[config.mk]
export PLATFORM = sky130hd
export DESIGN_NAME = csd_encoder
export DESIGN_NICKNAME = d
export VERILOG_FILES = /design/src/rtl/csd_pkg.sv /design/src/rtl/csd_digit_cell.sv /design/src/rtl/csd_encoder.sv
export SDC_FILE = /design/constraint.sdc
export NUM_CORES = 1
export LEC_CHECK = 0
export ABC_CLOCK_PERIOD_IN_PS = 2400
export CAP_MARGIN = 20
export CORE_MARGIN = 1.5
export CORE_UTILIZATION = 50
export CTS_CLUSTER_DIAMETER = 80
export DETAILED_ROUTE_END_ITERATION = 7
export GPL_TIMING_DRIVEN = 0
export HOLD_SLACK_MARGIN = 0.08
export PLACE_DENSITY = 0.88
export RECOVER_POWER = 100
export SYNTH_ARGS = -nofsm -noshare
export SYNTH_HDL_FRONTEND = slang
export SYNTH_HIERARCHICAL = 1
export SYNTH_SLANG_ARGS = --single-unit
[constraint.sdc]
create_clock -name clk -period 2.4 [get_ports clk]
set_input_delay 0.6 -clock clk [delete_from_list [all_inputs] [get_ports clk]]
set_output_delay 0.6 -clock clk [all_outputs]
set_load 0.005 [all_outputs]
[src/rtl/csd_pkg.sv]
// csd_pkg: shared definitions for the CSD encoder.
//   CSD_POS / CSD_ZERO / CSD_NEG : 8-bit digit codes written to the CSD memory
//   csd_state_e                  : encoder FSM states
//   CSD_ADDR_W                   : default memory address width
package csd_pkg;

  localparam int CSD_ADDR_W = 4;

  localparam logic [7:0] CSD_POS  = 8'h01;
  localparam logic [7:0] CSD_ZERO = 8'h00;
  localparam logic [7:0] CSD_NEG  = 8'hFF;

  typedef enum logic [1:0] {
    IDLE = 2'd0,
    CONV = 2'd1,
    DONE = 2'd2
  } csd_state_e;

endpackage

[src/rtl/csd_digit_cell.sv]
// csd_digit_cell: one step of the LSB-first binary-to-CSD recoding.
// Ports:
//   b         in   current binary bit
//   n         in   next (more significant) binary bit
//   carry_in  in   carry from the previous digit
//   digit     out  digit code (CSD_POS / CSD_ZERO / CSD_NEG)
//   carry_out out  carry into the next digit
module csd_digit_cell
  import csd_pkg::*;
(
  input  logic       b,
  input  logic       n,
  input  logic       carry_in,
  output logic [7:0] digit,
  output logic       carry_out
);

  logic [1:0] x;

  assign x = {1'b0, b} + {1'b0, carry_in};

  always_comb begin
    digit     = CSD_ZERO;
    carry_out = 1'b0;
    case (x)
      2'd1: begin
        // An isolated 1 stays +1; a 1 that starts a run becomes -1 with a carry.
        if (n) begin
          digit     = CSD_NEG;
          carry_out = 1'b1;
        end else begin
          digit     = CSD_POS;
        end
      end
      2'd2: carry_out = 1'b1;
      default: ;
    endcase
  end

endmodule

[src/rtl/csd_encoder.sv]
// csd_encoder: converts an unsigned WIDTH-bit word into WIDTH+1 CSD digits,
// LSB first, writing one 8-bit digit per clock into the CSD memory.
// Requires WIDTH+1 <= 2**ADDR_W and WIDTH >= 2.
// Optional build macro: CSD_NZ_COUNT_EN (enables the nonzero-digit counter;
// when undefined nz_count is tied to 0).
// Ports:
//   clk        in   system clock, rising edge
//   reset      in   asynchronous active-high reset
//   start      in   conversion request, sampled only in IDLE
//   bin_in     in   value to encode, captured on an accepted start
//   busy       out  conversion in progress (write cycles)
//   we_out     out  memory write enable, one cycle per digit
//   addr_out   out  digit index / memory address
//   digit_out  out  digit code (01 = +1, 00 = 0, FF = -1)
//   done       out  one-cycle pulse after the last digit write
//   nz_count   out  number of nonzero digits of the last conversion
//
// state | meaning
// IDLE  | waiting for start; digit 0 is produced on the accepting edge
// CONV  | one digit written per cycle, addr_out = digit index
// DONE  | single done cycle, then back to IDLE
module csd_encoder
  import csd_pkg::*;
#(
  parameter int WIDTH  = 15,
  parameter int ADDR_W = CSD_ADDR_W
) (
  input  logic              clk,
  input  logic              reset,
  input  logic              start,
  input  logic [WIDTH-1:0]  bin_in,
  output logic              busy,
  output logic              we_out,
  output logic [ADDR_W-1:0] addr_out,
  output logic [7:0]        digit_out,
  output logic              done,
  output logic [4:0]        nz_count
);

  localparam logic [ADDR_W-1:0] LAST_IDX = ADDR_W'(WIDTH);

  csd_state_e        state_q, state_d;
  logic [WIDTH-1:0]  sh_q, sh_d;
  logic              carry_q, carry_d;
  logic [ADDR_W-1:0] addr_q, addr_d;
  logic [7:0]        digit_q, digit_d;
  logic              we_q, we_d;
  logic              busy_q, busy_d;
  logic              done_q, done_d;
  logic              accept;

  logic              cell_b, cell_n, cell_cin, cell_cout;
  logic [7:0]        cell_digit;

  assign accept = (state_q == IDLE) && start;

  // Outputs are registered, so digit 0 must be computed straight from bin_in
  // on the accepting edge; later digits come from the shift register, whose
  // bit 0 is always the next digit's operand. Zeros shift in from the top.
  assign cell_b   = (state_q == IDLE) ? bin_in[0] : sh_q[0];
  assign cell_n   = (state_q == IDLE) ? bin_in[1] : sh_q[1];
  assign cell_cin = (state_q == IDLE) ? 1'b0      : carry_q;

  csd_digit_cell u_cell (
    .b         (cell_b),
    .n         (cell_n),
    .carry_in  (cell_cin),
    .digit     (cell_digit),
    .carry_out (cell_cout)
  );

  always_comb begin
    state_d = state_q;
    sh_d    = sh_q;
    carry_d = carry_q;
    addr_d  = addr_q;
    digit_d = digit_q;
    we_d    = 1'b0;
    busy_d  = busy_q;
    done_d  = 1'b0;
    case (state_q)
      IDLE: begin
        if (start) begin
          state_d = CONV;
          sh_d    = bin_in >> 1;
          carry_d = cell_cout;
          addr_d  = '0;
          digit_d = cell_digit;
          we_d    = 1'b1;
          busy_d  = 1'b1;
        end
      end
      CONV: begin
        if (addr_q == LAST_IDX) begin
          // Carry is provably 0 here, so no extra digit is needed.
          state_d = DONE;
          busy_d  = 1'b0;
          done_d  = 1'b1;
        end else begin
          sh_d    = sh_q >> 1;
          carry_d = cell_cout;
          addr_d  = addr_q + ADDR_W'(1);
          digit_d = cell_digit;
          we_d    = 1'b1;
        end
      end
      DONE: state_d = IDLE;
      default: state_d = IDLE;
    endcase
  end

  always_ff @(posedge clk or posedge reset) begin
    if (reset) begin
      state_q <= IDLE;
      sh_q    <= '0;
      carry_q <= 1'b0;
      addr_q  <= '0;
      digit_q <= '0;
      we_q    <= 1'b0;
      busy_q  <= 1'b0;
      done_q  <= 1'b0;
    end else begin
      state_q <= state_d;
      sh_q    <= sh_d;
      carry_q <= carry_d;
      addr_q  <= addr_d;
      digit_q <= digit_d;
      we_q    <= we_d;
      busy_q  <= busy_d;
      done_q  <= done_d;
    end
  end

  assign busy      = busy_q;
  assign we_out    = we_q;
  assign addr_out  = addr_q;
  assign digit_out = digit_q;
  assign done      = done_q;

`ifdef CSD_NZ_COUNT_EN
  logic [4:0] nz_q;
  logic       nz_hit;

  assign nz_hit = we_d && (digit_d != CSD_ZERO);

  always_ff @(posedge clk or posedge reset) begin
    if (reset) begin
      nz_q <= '0;
    end else if (accept) begin
      nz_q <= {4'd0, nz_hit};
    end else if (nz_hit) begin
      nz_q <= nz_q + 5'd1;
    end
  end

  assign nz_count = nz_q;
`else
  assign nz_count = '0;
`endif

endmodule

# Word level (Yosys, flattened, before mapping)
# Index checks and enable logic that the tools add are counted.
[totals]
ff_bits = 33
word_cells = 52
inputBits = 18
[op_classes]
mux = 30
reduce_logical = 5
n_eq_ne = 7
addsub = 2
[ops]
columns = ["cell", "n"]
rows = [
  ["$mux 8", 4],
  ["$mux 15", 2],
  ["$pmux 15 s2", 1],
  ["$pmux 8 s2", 1],
  ["$mux 1", 12],
  ["$mux 4", 2],
  ["$pmux 1 s2", 4],
  ["$pmux 4 s2", 1],
  ["$ne 2x2->1 const B", 3],
  ["$reduce_and 3->1", 2],
  ["$add 4x1->4 const B", 1],
  ["$eq 2x1->1 const B", 2],
  ["$eq 4x4->1 const B", 1],
  ["$mux 2", 2],
  ["$pmux 2 s2", 1],
  ["$add 1x1->2", 1],
  ["$eq 2x2->1 const B", 1],
  ["$logic_not 2->1", 1],
  ["$reduce_and 2->1", 1],
  ["$reduce_bool 2->1", 1],
]

# Longest topological paths before layout
[depth]
ltp_word = 7
ltp_mapped = 7
mapped_depth_nobuf = 7

# By module
# The synthesis kept the hierarchy.
[modules_own_cells]
columns = ["module", "area_each_um2", "cells_per_inst", "n_inst"]
rows = [
  ["csd_encoder", 1540.2, 113, 1],
  ["csd_digit_cell", 93.8, 13, 1],
]

# Worst setup path before layout
# Ideal clock, no wire load.
[synth_path]
kind = "register to register"
startpoint = "reg state_q[1]"
endpoint = "reg digit_q[2], in the netlist digit_out[2]"
slack_ps = 452
arrival_time_ps = 1823
t_required_ps = 2275
path_buffers = 1
path_stages_with_launch = 8
cell_sequence = "dfrtp_1 nor2_1 mux2_2 inv_1 ha_1 and2_2 buf_4 mux2_2"
[synth_via]
elab_chain_cells = 7
word_cells_on_any_way = 16
cone_classes = "add/sub: 1; eq/ne: 4; mux: 8; reduce/logical: 3"
[synth_rtl]
columns = ["element", "line_no", "rtl"]
rows = [
  ["start, declared", "csd_encoder.sv:42", "csd_state_e state_q, state_d;"],
  ["start signal, assigned", "csd_encoder.sv:123", "state_q <= state_d;"],
  ["$logic_not 2->1 (*)", "csd_encoder.sv:60", "assign cell_b = (state_q == IDLE) ? bin_in[0] : sh_q[0];"],
  ["$mux 1 (*)", "csd_encoder.sv:60", ""],
  ["via cell_b", "csd_encoder.sv:52", "logic cell_b, cell_n, cell_cin, cell_cout;"],
  ["$add 1x1->2 (*)", "csd_digit_cell.sv:20", "assign x = {1'b0, b} + {1'b0, carry_in};"],
  ["$eq 2x1->1 (*)", "csd_digit_cell.sv:25", "case (x)"],
  ["$mux 8 (*)", "csd_digit_cell.sv:25", ""],
  ["via cell_digit[2]", "csd_encoder.sv:53", "logic [7:0] cell_digit;"],
  ["$mux 8 (on tied branches)", "csd_encoder.sv:94, csd_encoder.sv:83", ""],
  ["$pmux 8 s2 (*)", "csd_encoder.sv:81", "case (state_q)"],
  ["end signal, assigned", "csd_encoder.sv:127", "digit_q <= digit_d;"],
  ["end, declared", "csd_encoder.sv:46", "logic [7:0] digit_q, digit_d;"],
]
# The timed path passes the listed nets; every way through them passes the cells marked *. The select of a mux whose other input is x is not followed.
# A chain may end at the register's enable or synchronous reset.

# Worst setup path in the final report
[layout_path]
startpoint = "reg addr_q[0], in the netlist addr_out[0]"
endpoint = "reg digit_q[5], in the netlist digit_out[5]"
[layout_via]
elab_chain_cells = 3
[layout_rtl]
columns = ["element", "line_no", "rtl"]
rows = [
  ["start, declared", "csd_encoder.sv:45", "logic [ADDR_W-1:0] addr_q, addr_d;"],
  ["start signal, assigned", "csd_encoder.sv:126", "addr_q <= addr_d;"],
  ["$eq 4x4->1", "csd_encoder.sv:94", "if (addr_q == LAST_IDX) begin"],
  ["$ne 2x2->1 (no source line)", "--", ""],
  ["$reduce_and 3->1 (no source line)", "--", ""],
]
# Every way passes these cells.

==> flow_summary.json <==
{
  "final_nets": 191,
  "share_comb_of_total_power_pct": 53.3,
  "coreArea_sq_mm": 0.00308,
  "routed_wirelength_um": 2960,
  "asyncSetResetFlopFracSynth_pct": 100,
  "first_pass_iters": 4,
  "seq_area_frac_synth_pct": 49.0,
  "cts_buffer_depth": 2,
  "grt_util_all_layers_pct": 19.8,
  "htreeDepth": 2,
  "arrival_ps": 2430,
  "yosys_warnings": 6,
  "status": "complete, no violations",
  "yosysUniqueCellTypes": 25,
  "power.leakage_nw": 0.997,
  "setup-violations-final": 0,
  "relSlewSlack_pct": 42.2,
  "viasPerCell": 4.96,
  "post_cts_buffers": 0,
  "ys_top_cells_by_area": "dfrtp_1, mux2_2, mux2_4, buf_4, ha_1",
  "syn-cell-area_sq_mm": 0.00163,
  "die_w_um": 60.2,
  "endpoint_kind": "flop",
  "antenna_found_initial": 0,
  "period_minus_slack_ps": 2200,
  "layout_commonest_cell": "dfrtp_1",
  "start_util_pct": 53.1,
  "final_cells": 215,
  "dp.cells": 207,
  "clk_latency_ps": 340,
  "fillCellCount": 241,
  "fin_ws_ps": 200,
  "period_share_pct": 91.7,
  "hold_violations": 0,
  "dpl.hpwl_um": 2210,
  "start_kind": "flop",
  "rsz0062_at_grt": "no",
  "ant_nets": 0,
  "drc": 0,
  "postSynthCellCount": 126,
  "hp-class": "flop to flop",
  "place.gp.congestion": 0.764,
  "worstMarginPinSlew_ps": 867,
  "p_switching_mw": 0.882,
  "power.density_mw_per_mm2": 1320,
  "grt_max_degree": 18,
  "area_growth_pct": 25.9,
  "cts_tree": "done",
  "p_seq_share_pct": 34.8,
  "hold_slack_ps": 503,
  "layout-drive-gt1-share_pct": 32.2,
  "cts_sinks": 32,
  "synth_flop_cell": "dfrtp_1",
  "critPathKind": "flop to flop",
  "grt_pass1_wl_um": 5060,
  "most-common-layout-cells": "dfrtp_1, mux2_2, clkdlybuf4s50_1, dlygate4sd3_1, buf_4",
  "synth.avg_cell_area_sq_um": 13.0,
  "vdd_ir_drop_max_uv": 675,
  "totalNegativeSetupSlack_ps": 0,
  "dpl_worst_slack_ps": 43.4,
  "drt-initial-drc-count": 31,
  "ys_ff_latch": 32,
  "synth_top_area_share_pct": 49.0,
  "io_buffer_count": 32,
  "synth_top_area_cell": "dfrtp_1",
  "critPathMaxFanout": 10,
  "rows": 20,
  "post_cts_resized": 0,
  "max_freq_ghz": 0.455,
  "drv_slew": 0,
  "gr-total-overflow": 0,
  "utilization_pct": 66.8,
  "vias": 1067,
  "die-area_sq_mm": 0.00362,
  "n_antenna_cell": 0,
  "intPower_mw": 1.83,
  "cts_buffers": 5,
  "dieHeight_um": 60.2,
  "drt-wirelength-per-cell_um": 13.8,
  "root_buffer": "clkbuf_4",
  "synth-edff-count": 0,
  "grt_pass1_vias": 1136,
  "power_frac_clock_pct": 11.9,
  "sw_frac_of_total_pct": 32.6,
  "ios": 38,
  "clkSlewWorstSetupHoldPaths_ps": 100,
  "crit_required_ps": 2630,
  "ctsHoldBuffers": 0,
  "fin_worst_skew_ps": 9.24,
  "drv_cap": 0
}
synth_stat cells, types with 2 or more instances:
cell and count:
nand2_1 3, nand3_1 4, mux2_4 10, o21ai_0 3, ha_1 3, nor3_1 2
dfrtp_1 32, mux2_2 27, buf_4 11, inv_1 5, a21oi_1 4, nor2b_1 3
buf_6 3, nor2_1 5
area by class of cell:
class / count / area, sq um / share of cell area, %
buffer: 15 / 124 / 6.02
clock buffer: 8 / 58.8 / 2.86
inverter: 5 / 18.8 / 0.912
multi-input combinational: 78 / 676 / 32.8
sequential: 32 / 801 / 38.9
tap: 44 / 55.1 / 2.68
timing repair buffer: 33 / 324 / 15.8
through the flow:
step	power [mW]	area, sq um
after floorplan	2.09	1650
after global placement	2.44	2020
after detailed placement	2.55	2050
after CTS	2.88	2110
after global routing	2.92	2060
final	2.71	2060
cell families after synthesis:
kind of cell / after synthesis / synth area share [%]
buffers and inverters: 20 / 9.19
DFF: 32 / 49.0
adders and majority gates: 3 / 2.30
muxes: 37 / 27.8
other: 1 / 0.229
and+or+nand+nor: 22 / 7.28
AOI/OAI and AO/OA: 11 / 4.21
layer usage:
layer,vias to the layer above,GRT usage [%],part of all wire [%]
met5,-,0,0
met2,35,31.5,53
met4,0,15.2,2.8
li1,509,-,-
met1,515,22.9,39
met3,8,4.33,4.8
critical path, cell delays in order (launching register included):
cell and delay (ps):
dfrtp_1 440, ha_1 270, a41o_2 310, nor2_1 470, buf_6 240, mux2_2 350
registers in the layout (all words and copies together) (netlist names):
| register | cells |
|---|---|
| busy | 1 |
| we_out | 1 |
| carry_q | 1 |
| done | 1 |
| addr_out | 4 |
| sh_q | 14 |
| state_q | 2 |
| digit_out | 8 |
final timing paths:
| check | startpoint | to | slack [ps] | cells after the start |
|---|---|---|---|---|
| worst max-delay path | addr_out[0]$_DFFE_PP0P_ | digit_out[5]$_DFFE_PP0P_ | 200 | 5 |
| worst min register to register | busy$_DFFE_PP0P_ | busy$_DFFE_PP0P_ | 500 | 2 |
| min in group asynchronous | reset | digit_out[4]$_DFFE_PP0P_ | 750 | 2 |
| worst max register to register | addr_out[0]$_DFFE_PP0P_ | digit_out[5]$_DFFE_PP0P_ | 200 | 5 |
| max in group asynchronous | reset | digit_out[6]$_DFFE_PP0P_ | 480 | 3 |
| worst min-delay path | busy$_DFFE_PP0P_ | busy$_DFFE_PP0P_ | 500 | 2 |
power by group through the flow:
stage	clock [mW]	sequential, mW	combinational (mW)
global route	0.353	0.976	1.59
finish	0.322	0.944	1.44
floorplan	0	0.922	1.17
global placement	0	0.932	1.51
detailed placement	0	0.959	1.59
CTS	0.329	0.948	1.60
Note: power is estimated with default switching activity, not from simulation.
